File: config.mk
export PLATFORM = sky130hd
export DESIGN_NAME = pipe_stage_buf
export DESIGN_NICKNAME = d
export VERILOG_FILES = /design/src/rtl/pipe_stage_buf_pkg.sv /design/src/rtl/pipe_fifo_ctrl.sv /design/src/rtl/pipe_stage_buf.sv
export SDC_FILE = /design/constraint.sdc
export NUM_CORES = 1
export LEC_CHECK = 0
export BUFFER_PORTS_ARGS = -buffer_cell sky130_fd_sc_hd__buf_2
export CAP_MARGIN = 20
export CORE_ASPECT_RATIO = 1.5
export CORE_UTILIZATION = 45
export DETAILED_ROUTE_END_ITERATION = 7
export PLACE_DENSITY = 0.79
export SLEW_MARGIN = 20
export SYNTH_ARGS = -nofsm -noshare
export SYNTH_HDL_FRONTEND = slang
export SYNTH_SLANG_ARGS = --single-unit
File: constraint.sdc
create_clock -name clk_in -period 4.3 [get_ports clk_in]
set_input_delay 0.645 -clock clk_in [delete_from_list [all_inputs] [get_ports clk_in]]
set_output_delay 0.645 -clock clk_in [all_outputs]
set_load 0.05 [all_outputs]
File: src/rtl/pipe_stage_buf_pkg.sv
// Shared constants for the inter-stage pipeline buffer: NOP bundle encodings and default field widths.
// Latency: n/a (constants only).
// Backpressure: n/a.
package pipe_stage_buf_pkg;

  // Default field widths of the instIdx / rdIdx / rdData bundle
  localparam int INST_IDX_RANGE = 6;
  localparam int REG_IDX_RANGE  = 5;
  localparam int DATA_RANGE     = 32;

  // Architectural NOP bundle presented downstream while the buffer is empty
  localparam int unsigned ID_NOP        = 0;
  localparam int unsigned REG_NOP       = 0;
  localparam logic        WRITE_DISABLE = 1'b0;
  localparam logic [31:0] ZERO32        = 32'h0000_0000;

  // Supported queue depth range
  localparam int DEPTH_MIN = 1;
  localparam int DEPTH_MAX = 8;

endpackage

File: src/rtl/pipe_fifo_ctrl.sv
// Queue controller: read/write pointers, occupancy count, registered ready and flush handling.
// Latency: pointers/count update at the edge of the handshake; ready reflects the post-edge occupancy.
// Backpressure: up_ready is a register (next_count != DEPTH); no combinational path from dn_ready.
module pipe_fifo_ctrl #(
  parameter int DEPTH = 2,
  parameter int CNT_W = $clog2(DEPTH + 1),
  parameter int PTR_W = (DEPTH > 1) ? $clog2(DEPTH) : 1
) (
  input  logic             clk,
  input  logic             rst,
  input  logic             flush,
  input  logic             up_valid,
  input  logic             dn_ready,
  output logic             up_ready,
  output logic             dn_valid,
  output logic             push,
  output logic             pop,
  output logic [PTR_W-1:0] wr_ptr,
  output logic [PTR_W-1:0] rd_ptr,
  output logic [CNT_W-1:0] count
);

  logic [CNT_W-1:0] next_count;

  // Explicit wrap compare keeps non-power-of-two depths legal
  function automatic logic [PTR_W-1:0] ptr_inc(input logic [PTR_W-1:0] p);
    return (p == PTR_W'(DEPTH - 1)) ? '0 : p + PTR_W'(1);
  endfunction

  // A push in a flush cycle is dropped, so it never touches the storage
  assign push     = up_valid & up_ready & ~flush;
  assign dn_valid = (count != '0);
  assign pop      = dn_valid & dn_ready;

  // Occupancy after this edge; a flush empties the queue regardless of handshakes
  always_comb begin
    next_count = count;
    if (flush) begin
      next_count = '0;
    end else begin
      next_count = count + CNT_W'(push) - CNT_W'(pop);
    end
  end

  // Pointer, count and ready registers; reset outranks flush, flush outranks push/pop
  always_ff @(posedge clk) begin
    if (rst) begin
      count    <= '0;
      wr_ptr   <= '0;
      rd_ptr   <= '0;
      up_ready <= 1'b1;
    end else if (flush) begin
      count    <= '0;
      wr_ptr   <= '0;
      rd_ptr   <= '0;
      up_ready <= 1'b1;
    end else begin
      count    <= next_count;
      up_ready <= (next_count != CNT_W'(DEPTH));
      if (push) wr_ptr <= ptr_inc(wr_ptr);
      if (pop)  rd_ptr <= ptr_inc(rd_ptr);
    end
  end

endmodule

File: src/rtl/pipe_stage_buf.sv
// Generic inter-stage buffer for the instIdx/rdE/rdIdx/rdData bundle with DEPTH-entry elastic queue and flush.
// Latency: 1 cycle when empty (push at edge t visible after edge t); otherwise after all older entries pop.
// Backpressure: valid/ready; up_ready_out is registered, DEPTH>=2 sustains one transfer per cycle.
module pipe_stage_buf
  import pipe_stage_buf_pkg::*;
#(
  parameter int INST_IDX_W = INST_IDX_RANGE,
  parameter int REG_IDX_W  = REG_IDX_RANGE,
  parameter int DATA_W     = DATA_RANGE,
  parameter int DEPTH      = 2,
  parameter int CNT_W      = $clog2(DEPTH + 1)
) (
  input  logic                  clk_in,
  input  logic                  rst_in,
  input  logic                  flush_in,
  input  logic                  up_valid_in,
  output logic                  up_ready_out,
  input  logic [INST_IDX_W-1:0] instIdx_in,
  input  logic                  rdE_in,
  input  logic [REG_IDX_W-1:0]  rdIdx_in,
  input  logic [DATA_W-1:0]     rdData_in,
  output logic                  dn_valid_out,
  input  logic                  dn_ready_in,
  output logic [INST_IDX_W-1:0] instIdx_out,
  output logic                  rdE_out,
  output logic [REG_IDX_W-1:0]  rdIdx_out,
  output logic [DATA_W-1:0]     rdData_out,
  output logic [CNT_W-1:0]      count_out
);

  // DEPTH is expected in DEPTH_MIN..DEPTH_MAX
  localparam int PTR_W   = (DEPTH > 1) ? $clog2(DEPTH) : 1;
  localparam int ENTRY_W = INST_IDX_W + 1 + REG_IDX_W + DATA_W;

  logic             push;
  logic             pop;
  logic [PTR_W-1:0] wr_ptr;
  logic [PTR_W-1:0] rd_ptr;

  logic [ENTRY_W-1:0]    mem [DEPTH];
  logic [ENTRY_W-1:0]    head;
  logic [INST_IDX_W-1:0] head_inst;
  logic                  head_rde;
  logic [REG_IDX_W-1:0]  head_rdidx;
  logic [DATA_W-1:0]     head_data;

  pipe_fifo_ctrl #(
    .DEPTH (DEPTH),
    .CNT_W (CNT_W),
    .PTR_W (PTR_W)
  ) u_ctrl (
    .clk      (clk_in),
    .rst      (rst_in),
    .flush    (flush_in),
    .up_valid (up_valid_in),
    .dn_ready (dn_ready_in),
    .up_ready (up_ready_out),
    .dn_valid (dn_valid_out),
    .push     (push),
    .pop      (pop),
    .wr_ptr   (wr_ptr),
    .rd_ptr   (rd_ptr),
    .count    (count_out)
  );

  // Storage is data-only and needs no reset; validity lives in the controller
  always_ff @(posedge clk_in) begin
    if (push) begin
      mem[wr_ptr] <= {instIdx_in, rdE_in, rdIdx_in, rdData_in};
    end
  end

  assign head = mem[rd_ptr];
  assign {head_inst, head_rde, head_rdidx, head_data} = head;

  // Present the head entry, or the NOP bundle when empty so rdE never leaks without valid
  always_comb begin
    instIdx_out = INST_IDX_W'(ID_NOP);
    rdE_out     = WRITE_DISABLE;
    rdIdx_out   = REG_IDX_W'(REG_NOP);
    rdData_out  = DATA_W'(ZERO32);
    if (dn_valid_out) begin
      instIdx_out = head_inst;
      rdE_out     = head_rde;
      rdIdx_out   = head_rdidx;
      rdData_out  = head_data;
    end
  end

  // pop is consumed inside the controller; kept here for a readable handshake picture
  logic unused_pop;
  assign unused_pop = pop;

endmodule

## Word-level counts from Yosys, hierarchy flattened

Memory sizes are Yosys's and may differ from the RTL's. A register that Yosys moved wholly into a read port is not among the register bits.
Index checks and enable logic that the tools add are counted.

- Flip-flop bits (word level): 5
- RAM bits: 88
- Output and inout bits: 48
- Memories kept: 1

- Add/subtract/negate cells: 4
- Equality and inequality tests: 1
- Muxes and demuxes: 11
- Bitwise logic cells: 4
- Reduce and logical (&&, ||, !) cells: 2

Memory list:

| memory | words | bits a word | rd ports | clocked after memory_dff | write ports | RTL line | source |
|---|---|---|---|---|---|---|---|
| mem | 2 | 44 | 1 | 1 | 1 | pipe_stage_buf.sv:40 | `logic [ENTRY_W-1:0] mem [DEPTH];` |

Operator list:

| operator | number |
|---|---|
| $mux 32 | 1 |
| $mux 1 | 7 |
| $mux 6 | 1 |
| $mux 5 | 1 |
| $and 1x1->1 | 3 |
| $add 1x1->1 const B | 2 |
| $add 2x1->2 | 1 |
| $mux 2 | 1 |
| $ne 2x2->1 const B | 1 |
| $reduce_bool 2->1 | 1 |
| $reduce_or 2->1 | 1 |
| $sub 2x1->2 | 1 |
| $not 1->1 | 1 |

## Longest topological paths before layout

Gate-level depths: netlist of run 1.

- Depth in word-level cells: 6
- Gate-level depth with buffers: 6

## By module

From an unflattened synthesis of run 1, not the netlist that was laid out.

- Cells, all modules: 212
- Area, all modules: 3724.8 µm²

Modules (own cells, without submodules):

| module | instances | cells an instance | area an instance (µm²) |
|---|---|---|---|
| pipe_stage_buf | 1 | 187 | 3477.1 |
| pipe_fifo_ctrl | 1 | 25 | 247.7 |

## Worst setup path after synthesis of run 1

Ideal clock, no wire load.

- Path kind: register to register
- Start: register u_ctrl.up_ready
- End: memory mem[1][0] (netlist bit) (enable)
- Setup time: 0.510 ns
- Data arrival time: 4.095 ns
- Required time: 3.790 ns
- Setup slack: -0.305 ns
- Stages on the path, launching flop included: 3
- Period minus slack after synthesis: 4.605 ns
- Cell sequence: dfxtp_1 nand2_1 nor3b_1

- Cells in the longest elaborated chain, start to end: 4

RTL lines:

| item | RTL line | source |
|---|---|---|
| from (decl) | pipe_fifo_ctrl.sv:14 | `output logic up_ready,` |
| from (signal assigned) | pipe_fifo_ctrl.sv:59 | `up_ready <= (next_count != CNT_W'(DEPTH));` |
| $and 1x1->1 (2 in series) | pipe_fifo_ctrl.sv:31 | `assign push = up_valid & up_ready & ~flush;` |
| $mux 1 | pipe_stage_buf.sv:68 | `if (push) begin` |
| $mux 1 (implied by the code) | pipe_stage_buf.sv:69 | `mem[wr_ptr] <= {instIdx_in, rdE_in, rdIdx_in, rdData_in};` |
| to (decl) | pipe_stage_buf.sv:40 |  |

No other way between the ends.

==> results.json, run 1 <==
{
  "outcome": "finished, final reports clean",
  "dp_slack_ns": 1.794,
  "gr-total-overflow": 0,
  "layout_common_cells": "buf_2, edfxtp_1, nor2_1",
  "holdPathEnd": "mem[1][30]",
  "cts_max_level": 3,
  "maxSlewHeadroom": 0.3424,
  "syn_area_per_cell_sq_um": 16.73,
  "ant_nets": 0,
  "clock_latency_ns": 0.33,
  "whs_path_depth": 1,
  "hpwl_mm": 4.210,
  "synth_seq_area_share": 0.7680,
  "slowest_stage": "dfxtp_2",
  "endpoint_kind": "primary output",
  "placed_cells": 407,
  "drt-wirelength-per-cell_um": 15.31,
  "cp_max_fo": 23,
  "grt_max_degree": 46,
  "cts_num_sinks": 94,
  "cp.required_ns": 3.65,
  "syn_area_sq_um": 3597,
  "layout_commonest_cell": "buf_2",
  "ctsRootBufferMaster": "clkbuf_16",
  "path_delay_family": "flip-flops",
  "numCtsBuffers": 9,
  "ios": 97,
  "yosys.area.top_type_share": 0.7346,
  "fin_nets": 367,
  "period_share": 0.6566,
  "ctsHoldBuffers": 0,
  "ir_drop_v": 0.0002560,
  "syn_nets": 266,
  "grt_pass1_vias": 2039,
  "gr-usage-all-layers": 0.1666,
  "rsz0062_at_grt": "false",
  "period_minus_slack_ns": 2.823,
  "synth.largest_area_cell": "edfxtp_1",
  "r2r_setup_slack_ns": 2.50,
  "pwr_density_cell_nw_per_um2": 455.4,
  "stdcell_count": 423,
  "fin_ws_ns": 1.477,
  "cp_slowest_stage_delay_ns": 0.77,
  "drc": 0,
  "critPathBufInv": 2,
  "port-buffer-count": 96,
  "route.vias.total": 2034,
  "crit_chain": "buf_4 -> mux2i_1 -> nor2_1 -> buf_2",
  "leakage_uw": 0.001716,
  "r2r-start": "u_ctrl.count[1]",
  "hold_viol": 0,
  "clock_skew_ns": 0.004565,
  "clock_path_buffers": 2,
  "finalWeightedCongestion": 0.7149,
  "die_h_um": 111.5,
  "fin_tns_setup_ns": 0,
  "synth.distinct_cells": 20,
  "cp.arrival_ns": 2.18,
  "start_util": 0.4695,
  "vias_per_cell": 4.809,
  "tightestPinTransition_ns": 0.9840,
  "drtPass1Iterations": 4,
  "holdCritPathClass": "in2reg",
  "syn_inst": 215,
  "fmax_mhz": 354.2,
  "drv_slew": 0,
  "cap_violations": 0,
  "ctsResizeCount": 0,
  "yosysWarnings": 0,
  "layout-drive-gt1-share": 0.3769,
  "synth-seq-cells": 94,
  "syn2layout_area_growth_pct": 25.53,
  "die-area_sq_um": 8363,
  "yosys-top-cells-area": "edfxtp_1, mux2i_1, nor2_1, dfxtp_1, buf_4",
  "crit_type": "reg2out",
  "totalWireLength_mm": 6.477,
  "worstRegToRegCells": 6,
  "die_w_um": 75,
  "antenna_found_initial": 1,
  "antenna_cells": 0,
  "core-area_sq_um": 7661,
  "min_from": "rdData_in[30]",
  "cts_setup_buffers": 0,
  "cts.reportedPaths.clkPinSlew_ns": 0.07,
  "num_rows": 39,
  "cp-start-kind": "flip-flop",
  "drt-initial-drc-count": 141,
  "tritoncts": "yes",
  "setup_viol": 0,
  "grt_pass1_wl_mm": 9.887,
  "reg2reg_to": "u_ctrl.up_ready"
}
[layer usage]
layer / GRT usage / vias up / part of all wire
li1: - / 991 / -
met1: 0.1819 / 982 / 0.38
met2: 0.2799 / 54 / 0.56
met3: 0.04434 / 7 / 0.050
met4: 0.1006 / 0 / 0.015
met5: 0 / - / 0
[cell usage after synthesis (all sizes together)]
master and instances:
o21a 1, buf 9, inv 4, mux2i 44, nand2 1, mux2 2, a21oi 1, a21bo 1
nand3b 1, or2 1, nor3b 2, or3 1, nor3 2, dfxtp 6, xnor3 1, nor2 48
ha 2, edfxtp 88
[logic make-up after synthesis]
group / Yosys count / synth area share
mux: 46 / 0.1287
compound gates: 3 / 0.006260
buf+inv: 13 / 0.01948
fa+ha+maj: 2 / 0.006955
flops: 94 / 0.7680
xor+xnor: 1 / 0.006260
simple gates: 56 / 0.06435
[where the power goes]
part / total, uW / switching (uW) / internal, uW
Clock: 818 / 313 / 505
Combinational: 197 / 142 / 54.2
Sequential: 1040 / 10.6 / 1030
[through the flow]
stage	hold WS [ns]	util	cell area, sq um	power, uW
finish	0.4974	0.5894	4516	2057
global route	0.4825	0.5894	4516	2125
CTS	0.4804	0.5894	4516	2079
detailed placement	0.5154	0.5484	4202	1260
global placement	0.4946	0.5484	4202	1254
floorplan	0.5390	-	3607	1195
[state kept, by name (all words and copies together) (netlist names), named ones only]
signal,count
u_ctrl.wr_ptr,1
u_ctrl.count,2
u_ctrl.rd_ptr,1
mem,88
u_ctrl.up_ready,1
[layout make-up]
| type | count | area, sq um |
|---|---|---|
| multi-input combinational | 108 | 792.0 |
| fill | 620 | 3146 |
| tap | 102 | 127.6 |
| timing repair buffer | 99 | 503.0 |
| sequential | 94 | 2764 |
| inverter | 4 | 15.01 |
| clock inverter | 7 | 88.84 |
| clock buffer | 9 | 225.2 |
[worst register-to-register path, cell delays in order, from the launching register on]
cell and delay (ns):
dfxtp_1 0.45, o21a_1 0.24, ha_1 0.25, inv_1 0.06
ha_1 0.14, xnor3_1 0.22, or3_1 0.33
[worst max path at each step]
stage                               start  slack, ns  depth (start not counted)             end
after floorplan           u_ctrl.up_ready       1.23                          2       mem[1][0]
after global placement          flip-flop       1.81                          4  rdData_out[20]
after detailed placement        flip-flop       1.79                          4  rdData_out[20]
after CTS                       flip-flop       1.41                          4  rdData_out[20]
after global routing            flip-flop       1.34                          4  rdData_out[20]
final                           flip-flop       1.48                          4  rdData_out[20]
Power figures use the tool's default switching activity.
==> run 2: changes to the inputs <==
Settings changed: PLACE_DENSITY 0.79 to 0.76.
Clock period 4.3 ns to 2.7 ns, I/O delays scaled along.
==> run 2 against run 1 <==
Count of clock-buffer cells in the layout up 6. Worst setup slack worse by 0.91 ns. Die area unchanged. Largest power group unchanged. Cell count up 0.95%.
==> results.json, run 2 (synthesis results as in run 1) <==
{
  "crit_chain": "buf_12 -> mux2i_1 -> nor2_1 -> buf_2",
  "grt_pass1_wl_mm": 9.321,
  "drv_slew": 0,
  "drc": 0,
  "numCtsBuffers": 9,
  "slowest_stage": "dfxtp_2",
  "cp-start-kind": "flip-flop",
  "drt-initial-drc-count": 79,
  "nFillCells": 598,
  "drtPass1Iterations": 4,
  "ctsHoldBuffers": 0,
  "ir_drop_v": 0.0005992,
  "multi_input_area_sq_um": 792.0,
  "drt-wirelength-per-cell_um": 14.34,
  "placed_area_sq_um": 4269,
  "hpwl_mm": 4.236,
  "maxSlewHeadroom": 0.6710,
  "whs_path_depth": 1,
  "die_h_um": 111.5,
  "cts_num_sinks": 94,
  "cts_setup_buffers": 0,
  "outcome": "finished, final reports clean",
  "layout_commonest_cell": "buf_2",
  "ctsRootBufferMaster": "clkbuf_16",
  "clock_path_buffers": 2,
  "period_minus_slack_ns": 2.135,
  "holdCritPathClass": "in2reg",
  "ant_nets": 0,
  "endpoint_kind": "primary output",
  "layout_common_cells": "buf_2, edfxtp_1, nor2_1",
  "period_share": 0.7906,
  "fin_util": 0.5928,
  "cp_slowest_stage_delay_ns": 0.64,
  "gr-usage-all-layers": 0.1581,
  "setup_viol": 0,
  "largest_reg_flops": 88,
  "hold_viol": 0,
  "hold_slack_ns": 0.2594,
  "grt_max_degree": 28,
  "clock_skew_ns": 0.004745,
  "leakage_uw": 0.001731,
  "cts_max_level": 3,
  "cts.reportedPaths.clkPinSlew_ns": 0.06,
  "route.vias.total": 2040,
  "dp_slack_ns": 0.8982,
  "crit_type": "reg2out",
  "top_regs": "mem (88), u_ctrl.count (2)",
  "start_util": 0.4695,
  "ios": 97,
  "vias_per_cell": 4.778,
  "fin_tns_setup_ns": 0,
  "rsz0062_at_grt": "false",
  "syn2layout_area_growth_pct": 26.26,
  "fmax_mhz": 468.4,
  "port-buffer-count": 96,
  "num_rows": 39,
  "die-area_sq_um": 8363,
  "top_register": "mem",
  "core-area_sq_um": 7661,
  "ctsResizeCount": 0,
  "grt_pass1_vias": 2014,
  "die_w_um": 75,
  "antenna_found_initial": 1,
  "seqCellArea_sq_um": 2764,
  "fin_ws_ns": 0.5653,
  "pwr_density_cell_nw_per_um2": 685.0,
  "stdcell_area_sq_um": 4542,
  "tightestPinTransition_ns": 0.4924,
  "layout-drive-gt1-share": 0.3785,
  "worstRegToRegCells": 6,
  "cp.arrival_ns": 1.73,
  "cp.required_ns": 2.30,
  "cp_max_fo": 17,
  "tritoncts": "yes",
  "clock_latency_ns": 0.33,
  "fin_nets": 371,
  "finalWeightedCongestion": 0.7606,
  "antenna_cells": 0,
  "gr-total-overflow": 0,
  "totalWireLength_mm": 6.125,
  "cap_violations": 0
}
## run 2: changes by cell type in the layout (fill, tap and decap cells not counted), sizes merged
cell      change
clkinv        -3
buf           +4
clkbuf        +6
bufinv        -2
clkinvlp      -1
## run 2: per-layer routing
metal | vias up | track usage | wire (um)
met5 | - | 0 | 0
met4 | 0 | 0.08428 | 138
met3 | 10 | 0.05792 | 310
met2 | 51 | 0.2655 | 3292
met1 | 978 | 0.1674 | 2384
li1 | 1001 | - | -
## run 2: layout make-up
type | instances | share of cell area
flip-flops and latches | 94 | 0.6085
multi-input cells | 108 | 0.1744
repair buffers | 103 | 0.1256
clock buffers | 15 | 0.05895
well taps | 102 | 0.02810
inverters | 4 | 0.003306
clock inverters | 1 | 0.001102
## run 2: worst paths after layout
check | startpoint | end | slack (ns)
min reg2reg | u_ctrl.up_ready | u_ctrl.wr_ptr | 0.53
max reg2reg | u_ctrl.count[1] | u_ctrl.up_ready | 0.94
min | rdData_in[28] | mem[1][28] | 0.26
max | flip-flop | rdData_out[28] | 0.57
## run 2: critical path: cells and delay by family (launching register included)
kind / cells / cell delay (ns)
flops: 1 / 0.64
buf+inv: 2 / 0.47
mux: 1 / 0.21
simple gates: 1 / 0.07
## run 2: where the power goes
part / leakage (uW) / total, uW / internal, uW / switching [uW]
Combinational: 0.000740 / 322 / 94.0 / 228
Clock: 0.000134 / 1130 / 673 / 457
Sequential: 0.000857 / 1660 / 1640 / 15.2
## run 2: metrics by stage
step,std cells,total power (uW)
after floorplan,215,1904
after global placement,411,2006
after detailed placement,411,2015
after CTS,427,3149
after global routing,427,3236
final,427,3111
